==> src/rtl/alu_issue_ctrl_if.sv <==
// Issue/writeback bus between the instruction source, the ALU and the controller.
// Debug read port included so the register file can be observed.
interface alu_issue_ctrl_if;
  logic        in_valid;
  logic [31:0] in_instr;
  logic        in_ready;
  logic [5:0]  alu_op;
  logic [31:0] alu_a;
  logic [31:0] alu_b;
  logic        alu_we;
  logic [31:0] alu_result;
  logic        wb_valid;
  logic [4:0]  wb_addr;
  logic [31:0] wb_data;
  logic        illegal;
  logic [4:0]  dbg_addr;
  logic [31:0] dbg_data;

  modport master (
    output in_valid, in_instr, alu_result, dbg_addr,
    input  in_ready, alu_op, alu_a, alu_b, alu_we,
    input  wb_valid, wb_addr, wb_data, illegal, dbg_data
  );

  modport slave (
    input  in_valid, in_instr, alu_result, dbg_addr,
    output in_ready, alu_op, alu_a, alu_b, alu_we,
    output wb_valid, wb_addr, wb_data, illegal, dbg_data
  );
endinterface

==> src/rtl/alu_issue_ctrl.sv <==
// Multi-cycle ALU issue/writeback controller with a 32x32 register file.
// One instruction in flight; accept, toggle ALU enable, write back, idle.
module alu_issue_ctrl (
  input logic           clk,
  input logic           rst_n,
  alu_issue_ctrl_if.slave bus
);
  localparam int NREGS = 32;

  typedef enum logic [1:0] {
    S_IDLE,
    S_EXEC,
    S_WAIT,
    S_WB
  } state_t;

  state_t      r_state;
  state_t      w_next;
  logic [31:0] r_rf [NREGS];
  logic [5:0]  r_op;
  logic [31:0] r_a;
  logic [31:0] r_b;
  logic        r_we;
  logic [4:0]  r_dest;
  logic        r_wb_valid;
  logic [4:0]  r_wb_addr;
  logic [31:0] r_wb_data;
  logic        r_illegal;

  logic [5:0]  w_opc;
  logic [4:0]  w_rs;
  logic [4:0]  w_rt;
  logic [4:0]  w_rd;
  logic [4:0]  w_shamt;
  logic [5:0]  w_funct;
  logic [15:0] w_imm;
  logic [31:0] w_rs_val;
  logic [31:0] w_rt_val;
  logic        w_shift;
  logic        w_var;
  logic        w_rr;
  logic        w_simm;
  logic        w_zimm;
  logic        w_legal;
  logic [5:0]  w_dec_op;
  logic [31:0] w_dec_a;
  logic [31:0] w_dec_b;
  logic [4:0]  w_dec_dest;
  logic        w_accept;

  assign w_opc   = bus.in_instr[31:26];
  assign w_rs    = bus.in_instr[25:21];
  assign w_rt    = bus.in_instr[20:16];
  assign w_rd    = bus.in_instr[15:11];
  assign w_shamt = bus.in_instr[10:6];
  assign w_funct = bus.in_instr[5:0];
  assign w_imm   = bus.in_instr[15:0];

  assign w_rs_val = (w_rs == 5'd0) ? 32'd0 : r_rf[w_rs];
  assign w_rt_val = (w_rt == 5'd0) ? 32'd0 : r_rf[w_rt];

  assign w_shift = (w_opc == 6'd0) &&
                   (w_funct inside {6'h00, 6'h02, 6'h03});
  assign w_var   = (w_opc == 6'd0) && (w_funct == 6'h04);
  assign w_rr    = (w_opc == 6'd0) &&
                   (w_funct inside {6'h20, 6'h21, 6'h22, 6'h23,
                                    6'h24, 6'h25, 6'h26, 6'h27,
                                    6'h2a, 6'h2b});
  assign w_simm  = w_opc inside {6'd8, 6'd9, 6'd10};
  assign w_zimm  = w_opc inside {6'd13, 6'd14, 6'd15};

  always_comb begin
    w_legal    = 1'b1;
    w_dec_op   = w_opc;
    w_dec_a    = w_rs_val;
    w_dec_b    = w_rt_val;
    w_dec_dest = w_rt;
    unique case (1'b1)
      w_shift: begin
        w_dec_op   = w_funct;
        w_dec_a    = w_rt_val;
        w_dec_b    = {27'd0, w_shamt};
        w_dec_dest = w_rd;
      end
      w_var: begin
        w_dec_op   = w_funct;
        w_dec_a    = w_rt_val;
        w_dec_b    = w_rs_val;
        w_dec_dest = w_rd;
      end
      w_rr: begin
        w_dec_op   = w_funct;
        w_dec_dest = w_rd;
      end
      w_simm: w_dec_b = {{16{w_imm[15]}}, w_imm};
      w_zimm: w_dec_b = {16'd0, w_imm};
      default: w_legal = 1'b0;
    endcase
  end

  assign w_accept = bus.in_valid && (r_state == S_IDLE);

  always_comb begin
    w_next = r_state;
    unique case (r_state)
      S_IDLE: if (w_accept) w_next = w_legal ? S_EXEC : S_WB;
      S_EXEC: w_next = S_WAIT;
      S_WAIT: w_next = S_WB;
      S_WB:   w_next = S_IDLE;
      default: w_next = S_IDLE;
    endcase
  end

  always_ff @(posedge clk or negedge rst_n) begin
    if (!rst_n) r_state <= S_IDLE;
    else        r_state <= w_next;
  end

  always_ff @(posedge clk or negedge rst_n) begin
    if (!rst_n) begin
      for (int i = 0; i < NREGS; i++) r_rf[i] <= '0;
      r_op       <= '0;
      r_a        <= '0;
      r_b        <= '0;
      r_we       <= 1'b0;
      r_dest     <= '0;
      r_wb_valid <= 1'b0;
      r_wb_addr  <= '0;
      r_wb_data  <= '0;
      r_illegal  <= 1'b0;
    end else begin
      r_wb_valid <= 1'b0;
      r_illegal  <= 1'b0;
      unique case (r_state)
        S_IDLE: begin
          if (w_accept && w_legal) begin
            r_op   <= w_dec_op;
            r_a    <= w_dec_a;
            r_b    <= w_dec_b;
            r_dest <= w_dec_dest;
          end else if (w_accept) begin
            r_illegal <= 1'b1;
          end
        end
        S_EXEC: r_we <= ~r_we;
        S_WAIT: begin
          r_wb_valid <= 1'b1;
          r_wb_addr  <= r_dest;
          r_wb_data  <= bus.alu_result;
          // Register 0 is hardwired; the pulse still reports the attempt
          if (r_dest != 5'd0) r_rf[r_dest] <= bus.alu_result;
        end
        default: ;
      endcase
    end
  end

  assign bus.in_ready = (r_state == S_IDLE);
  assign bus.alu_op   = r_op;
  assign bus.alu_a    = r_a;
  assign bus.alu_b    = r_b;
  assign bus.alu_we   = r_we;
  assign bus.wb_valid = r_wb_valid;
  assign bus.wb_addr  = r_wb_addr;
  assign bus.wb_data  = r_wb_data;
  assign bus.illegal  = r_illegal;
  assign bus.dbg_data = (bus.dbg_addr == 5'd0) ? 32'd0 : r_rf[bus.dbg_addr];
endmodule

==> src/flat_wrapper.sv <==
// flat-port wrapper written by rule: the top's interface ports become plain ports
module alu_issue_ctrl_flat 
  (clk, rst_n, bus_in_valid, bus_in_instr, bus_alu_result, bus_dbg_addr, bus_in_ready, bus_alu_op, bus_alu_a, bus_alu_b, bus_alu_we, bus_wb_valid, bus_wb_addr, bus_wb_data, bus_illegal, bus_dbg_data);
  alu_issue_ctrl_if bus_i ();
  input logic clk;
  input logic rst_n;
  input wire logic [$bits(bus_i.in_valid)-1:0] bus_in_valid;
  input wire logic [$bits(bus_i.in_instr)-1:0] bus_in_instr;
  input wire logic [$bits(bus_i.alu_result)-1:0] bus_alu_result;
  input wire logic [$bits(bus_i.dbg_addr)-1:0] bus_dbg_addr;
  output wire logic [$bits(bus_i.in_ready)-1:0] bus_in_ready;
  output wire logic [$bits(bus_i.alu_op)-1:0] bus_alu_op;
  output wire logic [$bits(bus_i.alu_a)-1:0] bus_alu_a;
  output wire logic [$bits(bus_i.alu_b)-1:0] bus_alu_b;
  output wire logic [$bits(bus_i.alu_we)-1:0] bus_alu_we;
  output wire logic [$bits(bus_i.wb_valid)-1:0] bus_wb_valid;
  output wire logic [$bits(bus_i.wb_addr)-1:0] bus_wb_addr;
  output wire logic [$bits(bus_i.wb_data)-1:0] bus_wb_data;
  output wire logic [$bits(bus_i.illegal)-1:0] bus_illegal;
  output wire logic [$bits(bus_i.dbg_data)-1:0] bus_dbg_data;
  assign bus_i.in_valid = bus_in_valid;
  assign bus_i.in_instr = bus_in_instr;
  assign bus_i.alu_result = bus_alu_result;
  assign bus_i.dbg_addr = bus_dbg_addr;
  assign bus_in_ready = bus_i.in_ready;
  assign bus_alu_op = bus_i.alu_op;
  assign bus_alu_a = bus_i.alu_a;
  assign bus_alu_b = bus_i.alu_b;
  assign bus_alu_we = bus_i.alu_we;
  assign bus_wb_valid = bus_i.wb_valid;
  assign bus_wb_addr = bus_i.wb_addr;
  assign bus_wb_data = bus_i.wb_data;
  assign bus_illegal = bus_i.illegal;
  assign bus_dbg_data = bus_i.dbg_data;
  alu_issue_ctrl u_core (.clk(clk), .rst_n(rst_n), .bus(bus_i));
endmodule
==> config.mk <==
export PLATFORM = sky130hd
export DESIGN_NAME = alu_issue_ctrl_flat
export DESIGN_NICKNAME = d
export VERILOG_FILES = /design/src/rtl/alu_issue_ctrl_if.sv /design/src/rtl/alu_issue_ctrl.sv /design/src/flat_wrapper.sv
export SDC_FILE = /design/constraint.sdc
export NUM_CORES = 2
export LEC_CHECK = 0
export BUFFER_PORTS_ARGS = -buffer_cell sky130_fd_sc_hd__buf_2
export CAP_MARGIN = 20
export CORE_ASPECT_RATIO = 1.1
export CORE_MARGIN = 3
export CORE_UTILIZATION = 56
export CTS_CLUSTER_SIZE = 14
export DETAILED_ROUTE_END_ITERATION = 6
export PLACE_DENSITY = 0.73
export SETUP_SLACK_MARGIN = 0.02
export SYNTH_ARGS = -nofsm -noshare
export SYNTH_HDL_FRONTEND = slang
export SYNTH_SLANG_ARGS = --single-unit
==> constraint.sdc <==
create_clock -name clk -period 2.6 [get_ports clk]
set_input_delay 0.13 -clock clk [delete_from_list [all_inputs] [get_ports clk]]
set_output_delay 0.13 -clock clk [all_outputs]
set_load 0.01 [all_outputs]
==> reports/metrics.csv <==
stage,metric,value,unit
grt,largest net degree at the start of global routing,126,
logic_synthesis,Synth cell types,57,
finish,Util after Layout,66.2,%
cts,"Reg clk slew, reported paths",0.06,ns
logic_synthesis,cells after synthesis,4714,
cts,Root Buffer,clkbuf_16,
setup_path,kind of critical path,reg2out,
status,violated checks,negative setup slack,
place,Inst Count DP,6296,
timing,Slew HR,40.4,%
setup_path,slowest library cell on the worst path,mux4_2,
timing,Setup-failing EPs final,28,
logic_synthesis,Netlist Area Pre-Place,67500,um^2
timing,post-layout minimum cycle time,2.80,ns
detailed_routing,drc violations,0,
setup_path,critical-path maximum fanout,4,
timing,PnR worst setup slack,-0.197,ns
timing,Worst-Margin Slew,0.893,ns
grt,grt ovf,0,
finish,Fillers,8365,
power_and_ir_drop,Peak supply drop,0.653,mV
detailed_routing,Vias/cell,7.42,
floorplanning,core box area,120000,um^2
place,count of input and output buffers,214,
logic_synthesis,Ys Warns,0,
setup_path,CP Data Required Time,2.47,ns
timing,WHS,0.0374,ns
detailed_routing,vias,50310,
timing,unrepaired setup endpoints after global routing,true,
timing,TNS Setup,-3.14,ns
power_and_ir_drop,PwrDens,936,nW/um^2
setup_path,cell mode on critical path,mux4_2,
finish,nets@finish,5201,
finish,Area growth syn-to-layout,17.4,%
logic_synthesis,Post-synth EDFFs,0,
logic_synthesis,syn_area_per_cell,14.3,um^2
cts,CTS buffer count,119,
timing,final hold vios,0,
cts,TritonCTS Sinks,1141,
detailed_routing,per-cell routed wire length,35.5,um
detailed_routing,Pre-Repair DR Iteration Count,6,
grt,GRT Util Overall,38.8,%
place,HPWL Detailed,152000,um
cts,CTS tree,yes,
logic_synthesis,share of synthesized area occupied by flip-flops and latches,42.3,%
floorplanning,die area,125000,um^2
place,dpl ws,-0.0222,ns
setup_path,Arrival @ worst endpoint,2.67,ns
detailed_routing,Detail Route Antenna Nets,0,
grt,first-pass GRT wire length,351000,um
floorplanning,Starting Density,56.4,%
setup_path,CP cell instances,mux4_2 > mux4_2 > mux2i_1 > buf_4 > nor2_1 > buf_2,
timing,max-slew violations,0,
detailed_routing,total routed wirelength,241000,um
grt,initial antenna violation count,4,
setup_path,Worst path max stage delay,0.50,ns
grt,vias in the first global route,50815,
floorplanning,Cell Rows,133,
finish,layout cell share with drive strength beyond 1,54.9,%
setup_path,startpoint types,flip-flop,
hold_path,worst min-delay path class,in2reg,
setup_path,internal reg-to-reg setup slack,0.08,ns
detailed_routing,1st-iter DRT viols,6014,
power_and_ir_drop,leak pwr,34.6,nW
timing,Max Clk Rate,0.358,GHz
timing,Tcrit/Tclk final,108,%
floorplanning,die width,337,um
place,gpl congestion,0.967,
floorplanning,IO Count,215,
timing,Final Skew,0.0436,ns
cts,clk_lat worst skew,0.77,ns
job,Max Cap Viol,0,
logic_synthesis,synthesized flop and latch total,1141,
finish,Finished Layout Cells,6784,
cts,H-tree Lvls,3,
logic_synthesis,Post-synth top flop,dfrtp_1,
cts,Max Root-Sink Buffers,3,
status,status,finished with violations,
floorplanning,Die Ht,370,um
logic_synthesis,Syn Nets,4789,
logic_synthesis,share of flip-flops with an asynchronous set or reset,100,%
setup_path,element type at the critical path end,output pin,
## layout by cell type, fill, tap and decap left out, types with 21 or more instances in the layout
cell type / n
a211oi_1: 31
a21oi_1: 80
a221oi_1: 41
a22oi_1: 57
a32oi_1: 23
buf_12: 132
buf_2: 197
buf_4: 447
clkbuf_1: 24
clkbuf_16: 120
clkbuf_8: 43
dfrtp_1: 1139
dlygate4sd3_1: 35
mux2_2: 1072
mux2i_1: 292
mux4_2: 729
nand2_1: 248
nand3_1: 22
nor2_1: 92
nor2_4: 21
o21ai_0: 60
o221ai_1: 35
o22ai_1: 43
## Yosys cell counts (all sizes together), types with 14 or more instances
master | n | share of area, %
buf | 189 | 1.5
o22ai | 43 | 0.40
clkbuf | 342 | 1.9
a22oi | 57 | 0.63
o21ai | 62 | 0.46
a21oi | 81 | 0.61
nor2 | 121 | 0.67
nor2b | 14 | 0.13
mux2 | 1072 | 18
mux4 | 729 | 24
dfrtp | 1141 | 42
a221oi | 41 | 0.53
a31oi | 19 | 0.18
a211oi | 31 | 0.34
mux2i | 303 | 4.5
nand2 | 263 | 1.5
a32oi | 23 | 0.30
o221ai | 35 | 0.45
nand3 | 23 | 0.17
## path summary, 6_finish.rpt
| kind | to | cells after the start | from |
|---|---|---|---|
| worst max register to register | u_core.r_rf[723] | 5 | u_core.r_dest[4] |
| worst min-delay path | u_core.r_rf[846] | 2 | bus_alu_result[14] |
| worst min register to register | u_core.r_rf[1005] | 0 | u_core.r_rf[1005] |
| min in group asynchronous | u_core.r_rf[922] | 3 | rst_n |
| max in group asynchronous | u_core.r_rf[49] | 3 | rst_n |
| worst max-delay path | bus_dbg_data[8] | 6 | u_core.r_rf[328] |
## registers in the layout, indices dropped and copies added (netlist names)
name and count:
u_core.bus.alu_we 1, u_core.bus.wb_data 32, u_core.bus.illegal 1, u_core.r_rf 1024, u_core.r_state 2, u_core.bus.wb_valid 1
u_core.bus.alu_op 6, u_core.bus.wb_addr 5, u_core.bus.alu_a 32, u_core.r_dest 5, u_core.bus.alu_b 32
## cells by family (layout without fill, tap and decap cells)
family	count (synthesis)	in the layout	synth area share, %
mux	2104	2104	46.7
fa+ha+maj	3	3	0.0556
xor+xnor	1	1	0.0130
buf+inv	539	1051	3.40
simple gates	484	484	3.04
other cells	0	6	0
flops	1141	1141	42.3
compound gates	442	442	4.54
## cell type report
class / instances / area (um^2) / share of cell area, %
timing repair buffer: 822 / 7480 / 9.44
multi-input combinational: 3034 / 37200 / 46.9
tap: 1552 / 1940 / 2.45
sequential: 1141 / 28600 / 36.0
antenna: 6 / 15.0 / 0.0189
clock inverter: 36 / 390 / 0.493
clock buffer: 185 / 3660 / 4.61
inverter: 8 / 37.5 / 0.0474
## worst max-delay path, delay by kind of cell (launching register included)
kind | cells | cell delay, ns
buffers and inverters | 2 | 0.30
DFF | 1 | 0.41
muxes | 3 | 1.15
and+or+nand+nor | 1 | 0.04
## through the flow
| step | cell area [um^2] | total power, mW |
|---|---|---|
| final | 79300 | 74.2 |
| after CTS | 78800 | 73.0 |
| after global placement | 72900 | 52.7 |
| after global routing | 79200 | 77.0 |
| after floorplan | 67500 | 45.1 |
| after detailed placement | 72900 | 53.8 |
## routing by layer
layer | vias to the layer above | routed length, um | part of all wire (%) | GRT usage, %
met5 | - | 148 | 0.061 | 0.630
met4 | 6 | 18000 | 7.5 | 23.8
met3 | 1037 | 33300 | 14 | 15.0
met2 | 3840 | 105000 | 44 | 56.2
met1 | 26124 | 84300 | 35 | 49.4
li1 | 19303 | - | - | -
## where the power goes
part	internal (mW)	total, mW	switching, mW
combinational	15.6	26.1	10.5
sequential	24.0	30.3	6.33
clock	10.3	17.8	7.49
total	49.8	74.2	24.3
## timing repair
action / CTS / global route
setup endpoints to repair: 32 / 103
resized for setup: 16 / 26
buffers inserted: 180 / 46
pin swaps: 1 / 8
hold buffers: 36 / 0
endpoints found under the hold margin: 1037 / 0
No activity file was read; power rests on OpenSTA's default activity.
